File: config.mk
export PLATFORM = sky130hd
export DESIGN_NAME = div_sequencer_flat
export DESIGN_NICKNAME = d
export VERILOG_FILES = /design/src/rtl/div_sequencer_if.sv /design/src/rtl/div_sequencer.sv /design/src/flat_wrapper.sv
export SDC_FILE = /design/constraint.sdc
export NUM_CORES = 1
export LEC_CHECK = 0
export ABC_AREA = 1
export CORE_ASPECT_RATIO = 1.1
export CORE_UTILIZATION = 58
export CTS_CLUSTER_DIAMETER = 60
export DETAILED_ROUTE_END_ITERATION = 12
export PLACE_DENSITY = 0.79
export SETUP_SLACK_MARGIN = 0.02
export SLEW_MARGIN = 20
export SYNTH_ARGS = -nofsm -noshare
export SYNTH_HDL_FRONTEND = slang
export SYNTH_SLANG_ARGS = --single-unit
File: constraint.sdc
create_clock -name clk -period 5.25 [get_ports clk]
set_clock_uncertainty 0.1 [all_clocks]
set_input_delay 0.7875 -clock clk [delete_from_list [all_inputs] [get_ports clk]]
set_output_delay 0.7875 -clock clk [all_outputs]
set_load 0.1 [all_outputs]
File: src/rtl/div_sequencer_if.sv
// Operand/result handshake between the execute stage and the DIV/DIVU sequencer.
// master drives the request side; slave is the divider.
interface div_sequencer_if #(
  parameter int unsigned WIDTH = 32
);
  logic             start;
  logic             signed_div;
  logic [WIDTH-1:0] opa;
  logic [WIDTH-1:0] opb;
  logic             ext_stall;
  logic             flush;
  logic             div_stall;
  logic             result_valid;
  logic [WIDTH-1:0] hi;
  logic [WIDTH-1:0] lo;

  modport master (
    output start, signed_div, opa, opb, ext_stall, flush,
    input  div_stall, result_valid, hi, lo
  );

  modport slave (
    input  start, signed_div, opa, opb, ext_stall, flush,
    output div_stall, result_valid, hi, lo
  );
endinterface

File: src/rtl/div_sequencer.sv
// Radix-2 restoring divider for MIPS DIV/DIVU: one quotient bit per cycle, stalls the pipeline
// while busy and holds HI/LO in DONE until the execute stage is released.
module div_sequencer #(
  parameter int unsigned WIDTH = 32
) (
  input logic             clk,
  input logic             resetn,
  div_sequencer_if.slave  bus_io
);

  localparam int unsigned CntW = $clog2(WIDTH) + 1;

  typedef enum logic [1:0] {
    StIdle = 2'd0,
    StCalc = 2'd1,
    StDone = 2'd2
  } state_e;

  state_e            state_q, state_d;
  logic [CntW-1:0]   count_q, count_d;
  logic [WIDTH-1:0]  rem_q, rem_d;
  logic [WIDTH-1:0]  quo_q, quo_d;
  logic [WIDTH-1:0]  dvsr_q, dvsr_d;
  logic              neg_quo_q, neg_quo_d;
  logic              neg_rem_q, neg_rem_d;
  logic [WIDTH-1:0]  hi_q, hi_d;
  logic [WIDTH-1:0]  lo_q, lo_d;

  logic              a_neg, b_neg;
  logic [WIDTH-1:0]  abs_a, abs_b;
  logic [WIDTH:0]    shifted, trial;
  logic [WIDTH-1:0]  quo_nxt, rem_nxt;

  always_comb begin
    a_neg = bus_io.signed_div & bus_io.opa[WIDTH-1];
    b_neg = bus_io.signed_div & bus_io.opb[WIDTH-1];
    abs_a = a_neg ? (~bus_io.opa + 1'b1) : bus_io.opa;
    abs_b = b_neg ? (~bus_io.opb + 1'b1) : bus_io.opb;

    // Remainder is always below the divisor, so one extra bit covers the shifted value.
    shifted = {rem_q, quo_q[WIDTH-1]};
    trial   = shifted - {1'b0, dvsr_q};
    quo_nxt = {quo_q[WIDTH-2:0], ~trial[WIDTH]};
    rem_nxt = trial[WIDTH] ? shifted[WIDTH-1:0] : trial[WIDTH-1:0];
  end

  always_comb begin
    state_d   = state_q;
    count_d   = count_q;
    rem_d     = rem_q;
    quo_d     = quo_q;
    dvsr_d    = dvsr_q;
    neg_quo_d = neg_quo_q;
    neg_rem_d = neg_rem_q;
    hi_d      = hi_q;
    lo_d      = lo_q;

    if (bus_io.flush) begin
      state_d = StIdle;
    end else begin
      unique case (state_q)
        StIdle: begin
          if (bus_io.start) begin
            quo_d     = abs_a;
            dvsr_d    = abs_b;
            rem_d     = '0;
            neg_quo_d = a_neg ^ b_neg;
            neg_rem_d = a_neg;
            count_d   = '0;
            if (bus_io.opb == '0) begin
              state_d = StDone;
              lo_d    = {WIDTH{1'b1}};
              hi_d    = bus_io.opa;
            end else begin
              state_d = StCalc;
            end
          end
        end
        StCalc: begin
          rem_d   = rem_nxt;
          quo_d   = quo_nxt;
          count_d = count_q + 1'b1;
          if (count_q == CntW'(WIDTH - 1)) begin
            state_d = StDone;
            lo_d    = neg_quo_q ? (~quo_nxt + 1'b1) : quo_nxt;
            hi_d    = neg_rem_q ? (~rem_nxt + 1'b1) : rem_nxt;
          end
        end
        StDone: begin
          if (!bus_io.ext_stall) begin
            state_d = StIdle;
          end
        end
        default: state_d = StIdle;
      endcase
    end
  end

  always_ff @(posedge clk) begin
    if (!resetn) begin
      state_q   <= StIdle;
      count_q   <= '0;
      rem_q     <= '0;
      quo_q     <= '0;
      dvsr_q    <= '0;
      neg_quo_q <= 1'b0;
      neg_rem_q <= 1'b0;
      hi_q      <= '0;
      lo_q      <= '0;
    end else begin
      state_q   <= state_d;
      count_q   <= count_d;
      rem_q     <= rem_d;
      quo_q     <= quo_d;
      dvsr_q    <= dvsr_d;
      neg_quo_q <= neg_quo_d;
      neg_rem_q <= neg_rem_d;
      hi_q      <= hi_d;
      lo_q      <= lo_d;
    end
  end

  // Low in DONE so the instruction in E can advance on the DONE->IDLE edge.
  assign bus_io.div_stall    = ~bus_io.flush &
                               (((state_q == StIdle) & bus_io.start) | (state_q == StCalc));
  assign bus_io.result_valid = (state_q == StDone);
  assign bus_io.hi           = hi_q;
  assign bus_io.lo           = lo_q;

endmodule

File: src/flat_wrapper.sv
// flat-port wrapper written by rule: the top's interface ports become plain ports
module div_sequencer_flat 
#(
  parameter int unsigned WIDTH = 32
)
  (clk, resetn, bus_io_start, bus_io_signed_div, bus_io_opa, bus_io_opb, bus_io_ext_stall, bus_io_flush, bus_io_div_stall, bus_io_result_valid, bus_io_hi, bus_io_lo);
  div_sequencer_if #(.WIDTH(WIDTH)) bus_io_i ();
  input logic clk;
  input logic resetn;
  input wire logic [$bits(bus_io_i.start)-1:0] bus_io_start;
  input wire logic [$bits(bus_io_i.signed_div)-1:0] bus_io_signed_div;
  input wire logic [$bits(bus_io_i.opa)-1:0] bus_io_opa;
  input wire logic [$bits(bus_io_i.opb)-1:0] bus_io_opb;
  input wire logic [$bits(bus_io_i.ext_stall)-1:0] bus_io_ext_stall;
  input wire logic [$bits(bus_io_i.flush)-1:0] bus_io_flush;
  output wire logic [$bits(bus_io_i.div_stall)-1:0] bus_io_div_stall;
  output wire logic [$bits(bus_io_i.result_valid)-1:0] bus_io_result_valid;
  output wire logic [$bits(bus_io_i.hi)-1:0] bus_io_hi;
  output wire logic [$bits(bus_io_i.lo)-1:0] bus_io_lo;
  assign bus_io_i.start = bus_io_start;
  assign bus_io_i.signed_div = bus_io_signed_div;
  assign bus_io_i.opa = bus_io_opa;
  assign bus_io_i.opb = bus_io_opb;
  assign bus_io_i.ext_stall = bus_io_ext_stall;
  assign bus_io_i.flush = bus_io_flush;
  assign bus_io_div_stall = bus_io_i.div_stall;
  assign bus_io_result_valid = bus_io_i.result_valid;
  assign bus_io_hi = bus_io_i.hi;
  assign bus_io_lo = bus_io_i.lo;
  div_sequencer #(.WIDTH(WIDTH)) u_core (.clk(clk), .resetn(resetn), .bus_io(bus_io_i));
endmodule
==> impl_metrics.toml <==
[routing]
drt_first_iter_violations = 1223
wl_per_cell_um = 17.5
postRouteAntennaNets = 0
drt-vias-per-instance = 5.82
drc = 0
vias = 14600
dr.pass1.iters = 6
finalWirelength_um = 43700

[power_and_ir_drop]
pwr_density_cell_nw_per_um2 = 258
clock_power_share = 0.347
p_seq_frac = 0.359
internal-power_mw = 2.37
leakagePower_nw = 6.96
ir_drop_mv = 0.250
p_sw_mw = 1.48
pwr-share-comb = 0.294
swShare = 0.384

[yosys]
syn_area_per_cell_um2 = 6.08
ys.flop_type = "dfxtp_1"
synthArstFlopShare = 0
synth_fp_nets = 2221
ys_ff_latch = 170
yosysWarningCount = 0
synth_edf_count = 0
syn_area_um2 = 12800
syn_inst = 2113
ys_types = 60
yosysSeqAreaShare = 0.265

[worst_hold_path]
hp-class = "flop to flop"

[setup_path]
cp-start-kind = "flop"
cpPeakStageDelay_ns = 0.41
crit_required_ns = 5.50
path_class = "flop to flop"
endpoint_kind = "flop"
crit_slowest_cell = "fa_1"
critPathBufInv = 3
cp_max_fo = 6
critPathArrivalTime_ns = 4.67
crit_family = "simple AND/OR/NAND/NOR gates"

[outcome]
status = "complete, no violations"

[cells_and_area]
layoutNonFillerInstCount = 2502
antenna_cells = 0
register_area_um2 = 3400
mostFrequentLayoutCells = "nand2_1 (572), inv_1 (267), nor2_1 (190), a21oi_1 (183), dfxtp_1 (170)"
nets = 2307
layout_commonest_cell = "nand2_1"
drive_above_1_share = 0.0619
finalCoreUtilization = 0.694
areaGrowthSynthToFinish_pct = 16.2
fillCellCount = 1966
multi_input_area_um2 = 7990

[clock_network]
tritoncts = "done"
cts_hold_buf = 0
cts_made_buffers = 17
insertion_delay_ns = 0.45
cts-root-buf = "clkbuf_16"
postCtsSetupBuffers = 0
cts_max_level = 4
post_cts_resized = 0
cts.sinks = 170
path_clk_slew_ns = 0.08
clk_path_buf_depth = 2

[sta]
final_hold_viol_count = 0
finalSetupViolations = 0
fin_ws_ns = 0.829
tns_ns = 0
relSlewSlack = 0.288
final_max_slew_viol_count = 0
holdWs_ns = 0.372
fmax_mhz = 226
rsz0062_at_grt = "no"
period_needed_ns = 4.42
period_share = 0.842
tightest_slew_ns = 1.07

[place]
pre_cts_slack_ns = 0.868
portBuffers = 135
hpwlAfterDp_um = 32800
gp_congestion = 1.06
dp_cells = 2470

[job]
maxCapViolCount = 0

[global_route]
grt_pass1_wl_um = 68000
globalRouteOverflowTotal = 0
grt_max_degree = 75
antenna_found_initial = 0
grtUsageTotal = 0.388
first_global_vias = 13300

[floorplan]
io_pins = 136
fp.dieW_um = 144
dieArea_um2 = 22700
rows = 56
floorplan.initialDensity = 0.597
coreArea_um2 = 21500
die_h_um = 158
[state kept, by name (all words and copies together) (netlist names)]
| name | cells |
|---|---|
| u_core.bus_io.hi | 32 |
| u_core.bus_io.lo | 32 |
| u_core.dvsr_q | 32 |
| u_core.quo_q | 32 |
| u_core.rem_q | 32 |
| u_core.count_q | 6 |
| u_core.state_q | 2 |
| u_core.neg_quo_q | 1 |
| u_core.neg_rem_q | 1 |
[worst register-to-register path: stages (launching register included)]
cell and delay (ns):
dfxtp_1 0.32, inv_1 0.06, ha_1 0.21, fa_1 0.41
inv_1 0.09, nand2_1 0.05, nand2_1 0.07, nand3_1 0.07
nand2_1 0.14, nand2_1 0.11, nand2_2 0.11, nand2_4 0.08
nand2_4 0.09, nand2_4 0.08, nand2_4 0.10, ha_1 0.18
nand3_1 0.11, nor3_1 0.28, nand4_1 0.19, nor2_1 0.20
nand3_1 0.14, o21ai_0 0.28, o21ai_0 0.23, o21bai_1 0.23
nor3_1 0.15, a21oi_1 0.06, o21ai_0 0.15, inv_1 0.06
[final timing paths]
path | from | endpoint | slack (ns) | depth (start not counted)
worst max register to register | u_core.quo_q[31] | u_core.bus_io.lo[30] | 0.83 | 27
worst max-delay path | u_core.quo_q[31] | u_core.bus_io.lo[30] | 0.83 | 27
worst min-delay path | u_core.bus_io.lo[28] | u_core.bus_io.lo[28] | 0.37 | 2
worst min register to register | u_core.bus_io.lo[28] | u_core.bus_io.lo[28] | 0.37 | 2
[area by class of cell]
class	count	share of cell area
flip-flops and latches	170	0.228
inverters	281	0.0707
clock inverters	15	0.0133
repair buffers	153	0.0993
clock buffers	17	0.0285
well taps	290	0.0243
multi-input cells	1576	0.536
[power by group through the flow]
stage | Clock [mW] | Combinational, mW | Sequential [mW]
6_report | 1.34 | 1.13 | 1.39
5_1_grt | 1.39 | 1.23 | 1.39
4_1_cts | 1.34 | 1.11 | 1.38
3_5_place_dp | 0 | 1.10 | 1.41
3_3_place_gp | 0 | 1.09 | 1.41
2_1_floorplan | 0 | 0.663 | 1.52
[routing by layer]
layer  up-vias  wire, um  GRT usage  part of all wire
met2       675     20700      0.661              0.47
met5         -         0          0                 0
met3       126      3230     0.0502             0.074
li1       7069         -          -                 -
met4         0      2190      0.208             0.050
met1      6689     17500      0.473              0.40
[logic make-up (layout without fill, tap and decap cells)]
kind of cell             after synthesis  after routing  synth area share
flip-flops                           170            170             0.265
buffers and inverters                367            466             0.114
XOR/XNOR                              51             51            0.0348
AO/OA/AOI/OAI                        429            429             0.192
AND/OR/NAND/NOR                     1058           1058             0.357
adder cells (fa/ha/maj)               38             38            0.0376
[through the flow]
stage / instance area [um2] / power [mW]
after floorplan: 12800 / 2.19
after global placement: 14300 / 2.50
after detailed placement: 14300 / 2.52
after CTS: 14900 / 3.84
after global routing: 14900 / 4.02
final: 14900 / 3.85
[cells in the mapped netlist, drive strengths merged (10+ instances only)]
| master | number | area (um2) |
|---|---|---|
| o211ai | 28 | 210 |
| a31oi | 15 | 93.8 |
| nor2 | 205 | 817 |
| nor3 | 35 | 185 |
| clkbuf | 67 | 251 |
| a211oi | 10 | 75.1 |
| dfxtp | 170 | 3400 |
| ha | 37 | 463 |
| o21ai | 135 | 691 |
| nor4 | 10 | 68.8 |
| xnor2 | 17 | 149 |
| inv | 278 | 1040 |
| nand3b | 10 | 75.1 |
| o221ai | 12 | 105 |
| a21oi | 189 | 976 |
| nand3 | 163 | 843 |
| nand2 | 609 | 2420 |
| nand4 | 17 | 106 |
| xor2 | 34 | 298 |
| buf | 19 | 154 |
No activity file was read; power rests on OpenSTA's default activity.
